$ cat src/rtl/pwm_capture.sv
// pwm_capture: measures the period and high time of a PWM waveform in clk
// cycles and flags a stuck (constant-level) input by timeout.
//
// Ports:
//   clk          clock
//   rstn         synchronous active-low reset
//   en           capture enable; 0 forces IDLE and clears counters/stuck
//   pwm_in       asynchronous PWM input
//   period_out   last complete period, zero-extended from CNT_W to 32 bits
//   high_out     last complete high time, zero-extended from CNT_W to 32 bits
//   meas_valid   one-cycle pulse when period_out/high_out update
//   stuck        no rising edge seen for TIMEOUT cycles
//   stuck_level  synchronised input level when stuck was set
//
// Parameters:
//   CNT_W        measurement counter width (matches the PWM top/compare field)
//   SYNC_STAGES  synchroniser depth on pwm_in, minimum 2
//   TIMEOUT      cycles without a rise before stuck; must be < 2^CNT_W-1
module pwm_capture #(
   parameter int unsigned      CNT_W       = 27,
   parameter int unsigned      SYNC_STAGES = 2,
   parameter logic [CNT_W-1:0] TIMEOUT     = 27'h7FFFFFE
) (
   input  logic        clk,
   input  logic        rstn,
   input  logic        en,
   input  logic        pwm_in,
   output logic [31:0] period_out,
   output logic [31:0] high_out,
   output logic        meas_valid,
   output logic        stuck,
   output logic        stuck_level
);

   localparam logic [CNT_W-1:0] CNT_MAX = '1;
   localparam logic [CNT_W-1:0] CNT_ONE = CNT_W'(1);

   typedef enum logic [1:0] {
      IDLE  = 2'd0,
      ARMED = 2'd1,
      STUCK = 2'd2
   } state_e;

   logic [SYNC_STAGES-1:0] sync_q, sync_d;
   logic                   prev_q, prev_d;
   logic [CNT_W-1:0]       pcnt_q, pcnt_d;
   logic [CNT_W-1:0]       hcnt_q, hcnt_d;
   state_e                 state_q, state_d;
   logic [CNT_W-1:0]       period_q, period_d;
   logic [CNT_W-1:0]       high_q, high_d;
   logic                   valid_q, valid_d;
   logic                   stuck_q, stuck_d;
   logic                   level_q, level_d;

   logic                   s_c;
   logic                   rise_c;

   // Counters saturate at all-ones instead of wrapping.
   function automatic logic [CNT_W-1:0] sat_inc(input logic [CNT_W-1:0] v);
      return (v == CNT_MAX) ? v : v + CNT_ONE;
   endfunction

   // Synchronised level and its rising edge.
   assign s_c    = sync_q[SYNC_STAGES-1];
   assign rise_c = s_c & ~prev_q;

   // Next-state, counter and result logic.
   always_comb begin
      sync_d   = {sync_q[SYNC_STAGES-2:0], pwm_in};
      prev_d   = s_c;
      state_d  = state_q;
      pcnt_d   = pcnt_q;
      hcnt_d   = hcnt_q;
      period_d = period_q;
      high_d   = high_q;
      valid_d  = 1'b0;
      stuck_d  = stuck_q;
      level_d  = level_q;

      if (!en) begin
         state_d = IDLE;
         pcnt_d  = '0;
         hcnt_d  = '0;
         stuck_d = 1'b0;
      end else begin
         unique case (state_q)
            IDLE: begin
               pcnt_d = '0;
               hcnt_d = '0;
               if (rise_c) begin
                  state_d = ARMED;
                  pcnt_d  = CNT_ONE;
                  hcnt_d  = CNT_ONE;
               end
            end

            ARMED: begin
               // A rise on the timeout cycle still counts as a valid period.
               if (rise_c) begin
                  period_d = pcnt_q;
                  high_d   = hcnt_q;
                  valid_d  = 1'b1;
                  pcnt_d   = CNT_ONE;
                  hcnt_d   = CNT_ONE;
               end else if (pcnt_q >= TIMEOUT) begin
                  state_d = STUCK;
                  stuck_d = 1'b1;
                  level_d = s_c;
               end else begin
                  pcnt_d = sat_inc(pcnt_q);
                  // s stays high from a rise until its fall, and the next high
                  // is always a new rise, so s=1 alone means "still in the high
                  // phase"; hcnt therefore freezes at the fall.
                  if (s_c) begin
                     hcnt_d = sat_inc(hcnt_q);
                  end
               end
            end

            STUCK: begin
               // Recovery restarts counting; the first period is not reported.
               if (rise_c) begin
                  state_d = ARMED;
                  stuck_d = 1'b0;
                  pcnt_d  = CNT_ONE;
                  hcnt_d  = CNT_ONE;
               end
            end

            default: begin
               state_d = IDLE;
               pcnt_d  = '0;
               hcnt_d  = '0;
            end
         endcase
      end
   end

   // State and data registers.
   always_ff @(posedge clk) begin
      if (!rstn) begin
         sync_q   <= '0;
         prev_q   <= 1'b0;
         pcnt_q   <= '0;
         hcnt_q   <= '0;
         state_q  <= IDLE;
         period_q <= '0;
         high_q   <= '0;
         valid_q  <= 1'b0;
         stuck_q  <= 1'b0;
         level_q  <= 1'b0;
      end else begin
         sync_q   <= sync_d;
         prev_q   <= prev_d;
         pcnt_q   <= pcnt_d;
         hcnt_q   <= hcnt_d;
         state_q  <= state_d;
         period_q <= period_d;
         high_q   <= high_d;
         valid_q  <= valid_d;
         stuck_q  <= stuck_d;
         level_q  <= level_d;
      end
   end

   // Zero-extended results.
   assign period_out  = 32'(period_q);
   assign high_out    = 32'(high_q);
   assign meas_valid  = valid_q;
   assign stuck       = stuck_q;
   assign stuck_level = level_q;

endmodule
$ cat config.mk
export PLATFORM = sky130hd
export DESIGN_NAME = pwm_capture
export DESIGN_NICKNAME = d
export VERILOG_FILES = /design/src/rtl/pwm_capture.sv
export SDC_FILE = /design/constraint.sdc
export NUM_CORES = 1
export LEC_CHECK = 0
export ABC_AREA = 0
export CORE_MARGIN = 2
export CORE_UTILIZATION = 63
export CTS_CLUSTER_SIZE = 28
export DETAILED_ROUTE_END_ITERATION = 12
export DONT_BUFFER_PORTS = 1
export PLACE_DENSITY = 0.79
export SLEW_MARGIN = 20
export SYNTH_ARGS = -nofsm -noshare
export SYNTH_HDL_FRONTEND = slang
export SYNTH_SLANG_ARGS = --single-unit
export TNS_END_PERCENT = 1
$ cat constraint.sdc
create_clock -name clk -period 3.4 [get_ports clk]
set_clock_uncertainty 0.2 [all_clocks]
set_input_delay 0.51 -clock clk [delete_from_list [all_inputs] [get_ports clk]]
set_output_delay 0.51 -clock clk [all_outputs]
set_load 0.005 [all_outputs]
==> flow_summary_export.csv <==
group,metric,value,unit
global_routing,grtUsageTotal,31.63,%
layout,final_core_utilization,73.57,%
synth,netlist-cell-type-count,53,
synth,synth.largest_area_cell,"dfxtp_1",
placement,final_weighted_congestion_of_routability_driven_global_placement,0.9440,
worst_hold_path,hold_path_class,"in -> reg",
pwr,worst_ir_drop_vdd,0.5006,mV
sta,finalSetupTns,0,ns
synth,yosys-top-cells-count,"144 x nand2_1, 116 x dfxtp_1, 54 x a21boi_0",
clock_network,cts-buffers-inserted,17,
floorplan,floorplan.core_area,8175,um2
clock_network,clockRootBuffer,"clkbuf_8",
drt,postRouteAntennaNets,0,
sta,timing.fmax,0.3343,GHz
synth,yosys.cell_count.top_type,"nand2_1",
clock_network,postCtsHoldBufs,3,
global_routing,grt_remaining_overflow,0,
setup_path,crit_buf_inv,0,
sta,finalWorstSetupSlack,0.4083,ns
drt,routed_via_density,6.449,
sta,slew-limit-headroom,51.46,%
placement,dp_worst_setup_slack,0.5783,ns
setup_path,crit_arrival,3.23,ns
setup_path,worst_r2r_endpoint,"hcnt_q[25]",
clock_network,post_cts_resize_count,0,
layout,filler_cell_count,607,
synth,avgSynthCellArea,8.258,um2
clock_network,clock_latency,0.52,ns
clock_network,cts.htree.levels,4,
setup_path,setup.worst_path.end_class,"flop",
floorplan,num_io_pins,71,
clock_network,numClockSinks,116,
synth,synthesis.yosys.warnings,0,
synth,post_synth_edffs,0,
synth,dominantRegCellSynth,"dfxtp_1",
floorplan,total_die_area,9180,um2
synth,synthesis.area,5310,um2
pwr,power.density,550.4,nW/um2
layout,layout.nets,648,
sta,finalCriticalPeriod,2.992,ns
global_routing,first_global_vias,4454,
pwr,switching_share,21.45,%
setup_path,startpoint,"pcnt_q[12]",
layout,final_layout_size_suffix_gt1_share,9.174,%
setup_path,critPathMaxStageDelay,0.55,ns
pwr,intPower,0.002600,W
clock_network,tritoncts_clock_tree,"built",
pwr,clockPowerShare,57.2,%
global_routing,global_route_wire_length_before_repair,22350,um
floorplan,die_w,95.81,um
drt,dr.pass1.iters,5,
synth,yosysSeqAreaShare,43.73,%
setup_path,worst_ep_required_time,3.64,ns
drt,post-route-drc-count,0,
placement,placement.io_buffers,0,
pwr,seq_power_share,41.2,%
sta,crit_share_post_route,87.99,%
setup_path,critical_path.reg2reg.startpoint,"pcnt_q[12]",
floorplan,dieHeight,95.81,um
placement,hpwl,9315,um
sta,rsz0062_at_grt,"false",
drt,wl,13870,um
layout,antenna_cells,0,
sta,final_max_slew_viol_count,0,
setup_path,critPathMostFrequentCell,"nand4_1",
setup_path,crit_path_cell_trace,"nand4_1 -> nor3_1 -> nand4_1 -> a21oi_1 -> o21ai_1 -> o211ai_1",
pwr,power.share.combinational,1.6,%
layout,area_growth_from_synthesis_to_final_layout,13.27,%
outcome,outcome,"finished, final reports clean",
pwr,p_leak,1.949,nW
setup_path,cp_num_cells,6,
sta,final_hold_violation_count,0,
setup_path,critPathCapture,"hcnt_q[25]",
drt,dr_total_vias,4895,
synth,post_synth_main_area_contributors,"dfxtp_1 44%, nand2_1 10%, a21boi_0 7.6%",
global_routing,number_of_antenna_violations_at_the_first_check_in_global_routing,0,
sta,worst_pin_slew,0.7233,ns
setup_path,r2r_setup_slack,0.41,ns
floorplan,floorplan.initialDensity,64.95,%
setup_path,start_kind,"flop",
pwr,power_switching,0.0007102,W
clock_network,clock_tree.buffer_depth,2,
drt,detail_route.wl_per_cell,18.27,um
synth,async_flop_share,0,%
setup_path,reg2regPathDepth,6,
sta,finalSetupViolations,0,
drt,drt_iter0_drc,560,
floorplan,rows,33,
clock_network,clkSlewWorstSetupHoldPaths,0.06,ns
clock_network,post_cts_buffers,0,
synth,post-synth-top-area-fraction,43.73,%
synth,synthCells,643,
setup_path,worst_path_max_delay_cell,"nor3_1",
setup_path,critical_path_peak_fanout,9,
setup_path,critPathTopFamily,"compound AO/OA/AOI/OAI gates",
job,maxCapViolCount,0,
global_routing,grt_start_max_net_pins,59,
synth,ys_ff_latch,116,
setup_path,worstSetupPathType,"reg -> reg",
==> final cells by class <==
type	count	area, um2	area share [%]
clock buffers	18	427.9	7.115
clock inverters	14	197.7	3.287
inverters	9	33.78	0.5617
multi-input cells	480	2756	45.83
flip-flops and latches	116	2322	38.61
well taps	105	131.4	2.184
repair buffers	17	145.1	2.413
==> power groups by stage <==
stage / registers [W] / clock network (W) / logic [W]
3_5_place_dp: 0.00139 / 0 / 0.0000383
3_3_place_gp: 0.00139 / 0 / 0.0000383
5_1_grt: 0.00137 / 0.00196 / 0.0000572
4_1_cts: 0.00136 / 0.00190 / 0.0000507
6_report: 0.00137 / 0.00189 / 0.0000519
2_1_floorplan: 0.00139 / 0 / 0.0000466
==> routing by layer <==
metal / wire length (um) / global-route usage, % / up-vias
met5: 0 / 0 / -
met4: 282 / 14.17 / 0
met3: 1515 / 8.379 / 31
met2: 5879 / 44.00 / 293
met1: 6190 / 45.59 / 2246
li1: - / - / 2325
==> flip-flops by register name, indices dropped and copies added (netlist names) <==
signal       count
hcnt_q          27
high_q          27
meas_valid       1
pcnt_q          27
period_q        27
prev_q           1
state_q          2
stuck            1
stuck_level      1
sync_q           2
==> metrics by stage <==
stage / cells / area (um2) / hold slack, ns / power [W]
after floorplan: 652 / 5344 / 0.2119 / 0.001440
after global placement: 724 / 5349 / 0.2272 / 0.001433
after detailed placement: 724 / 5349 / 0.2211 / 0.001433
after CTS: 759 / 6015 / 0.1251 / 0.003319
after global routing: 759 / 6015 / 0.1421 / 0.003386
final: 759 / 6015 / 0.1268 / 0.003310
==> how the worst min path moves through the flow <==
stage,slack (ns),endpoint,from,depth (start not counted)
finish,0.13,high_q[8],rstn,2
global route,0.14,high_q[9],rstn,2
floorplan,0.21,sync_q[1],sync_q[0],1
CTS,0.13,stuck_level,en,3
detailed placement,0.22,sync_q[1],sync_q[0],1
global placement,0.23,sync_q[1],sync_q[0],1
==> logic make-up (layout without fill, tap and decap cells) <==
family / Yosys count / after routing / synth area share [%]
other cells: 1 / 10 / 0.07062
xor+xnor: 1 / 1 / 0.1650
compound gates: 179 / 179 / 23.77
flops: 116 / 116 / 43.73
simple gates: 285 / 285 / 26.06
fa+ha+maj: 3 / 3 / 0.7070
buf+inv: 56 / 58 / 5.113
mux: 2 / 2 / 0.3770
==> layout by cell type, fill, tap and decap left out, types with 4 or more instances in the layout <==
master | synthesis | final
o21ai_1 | 7 | 7
nor3_1 | 10 | 10
a21boi_0 | 54 | 54
nand2_1 | 144 | 144
dfxtp_1 | 116 | 116
and2_1 | 12 | 12
a21oi_1 | 20 | 20
o41ai_1 | 6 | 6
and3_1 | 10 | 9
inv_1 | 9 | 9
inv_6 | 0 | 4
o21ai_0 | 13 | 13
or2_2 | 6 | 6
a31oi_1 | 17 | 17
or3_1 | 7 | 7
o311ai_0 | 11 | 11
o31ai_1 | 20 | 20
o311ai_1 | 7 | 7
and4_1 | 6 | 6
conb_1 | 1 | 10
o211ai_1 | 11 | 11
clkbuf_16 | 0 | 16
nand2b_1 | 7 | 7
nor2_1 | 20 | 20
nand3_1 | 29 | 28
bufinv_16 | 0 | 4
buf_4 | 10 | 14
nor4_1 | 4 | 4
nand4_1 | 15 | 15
(Power assumes the default switching activity.)
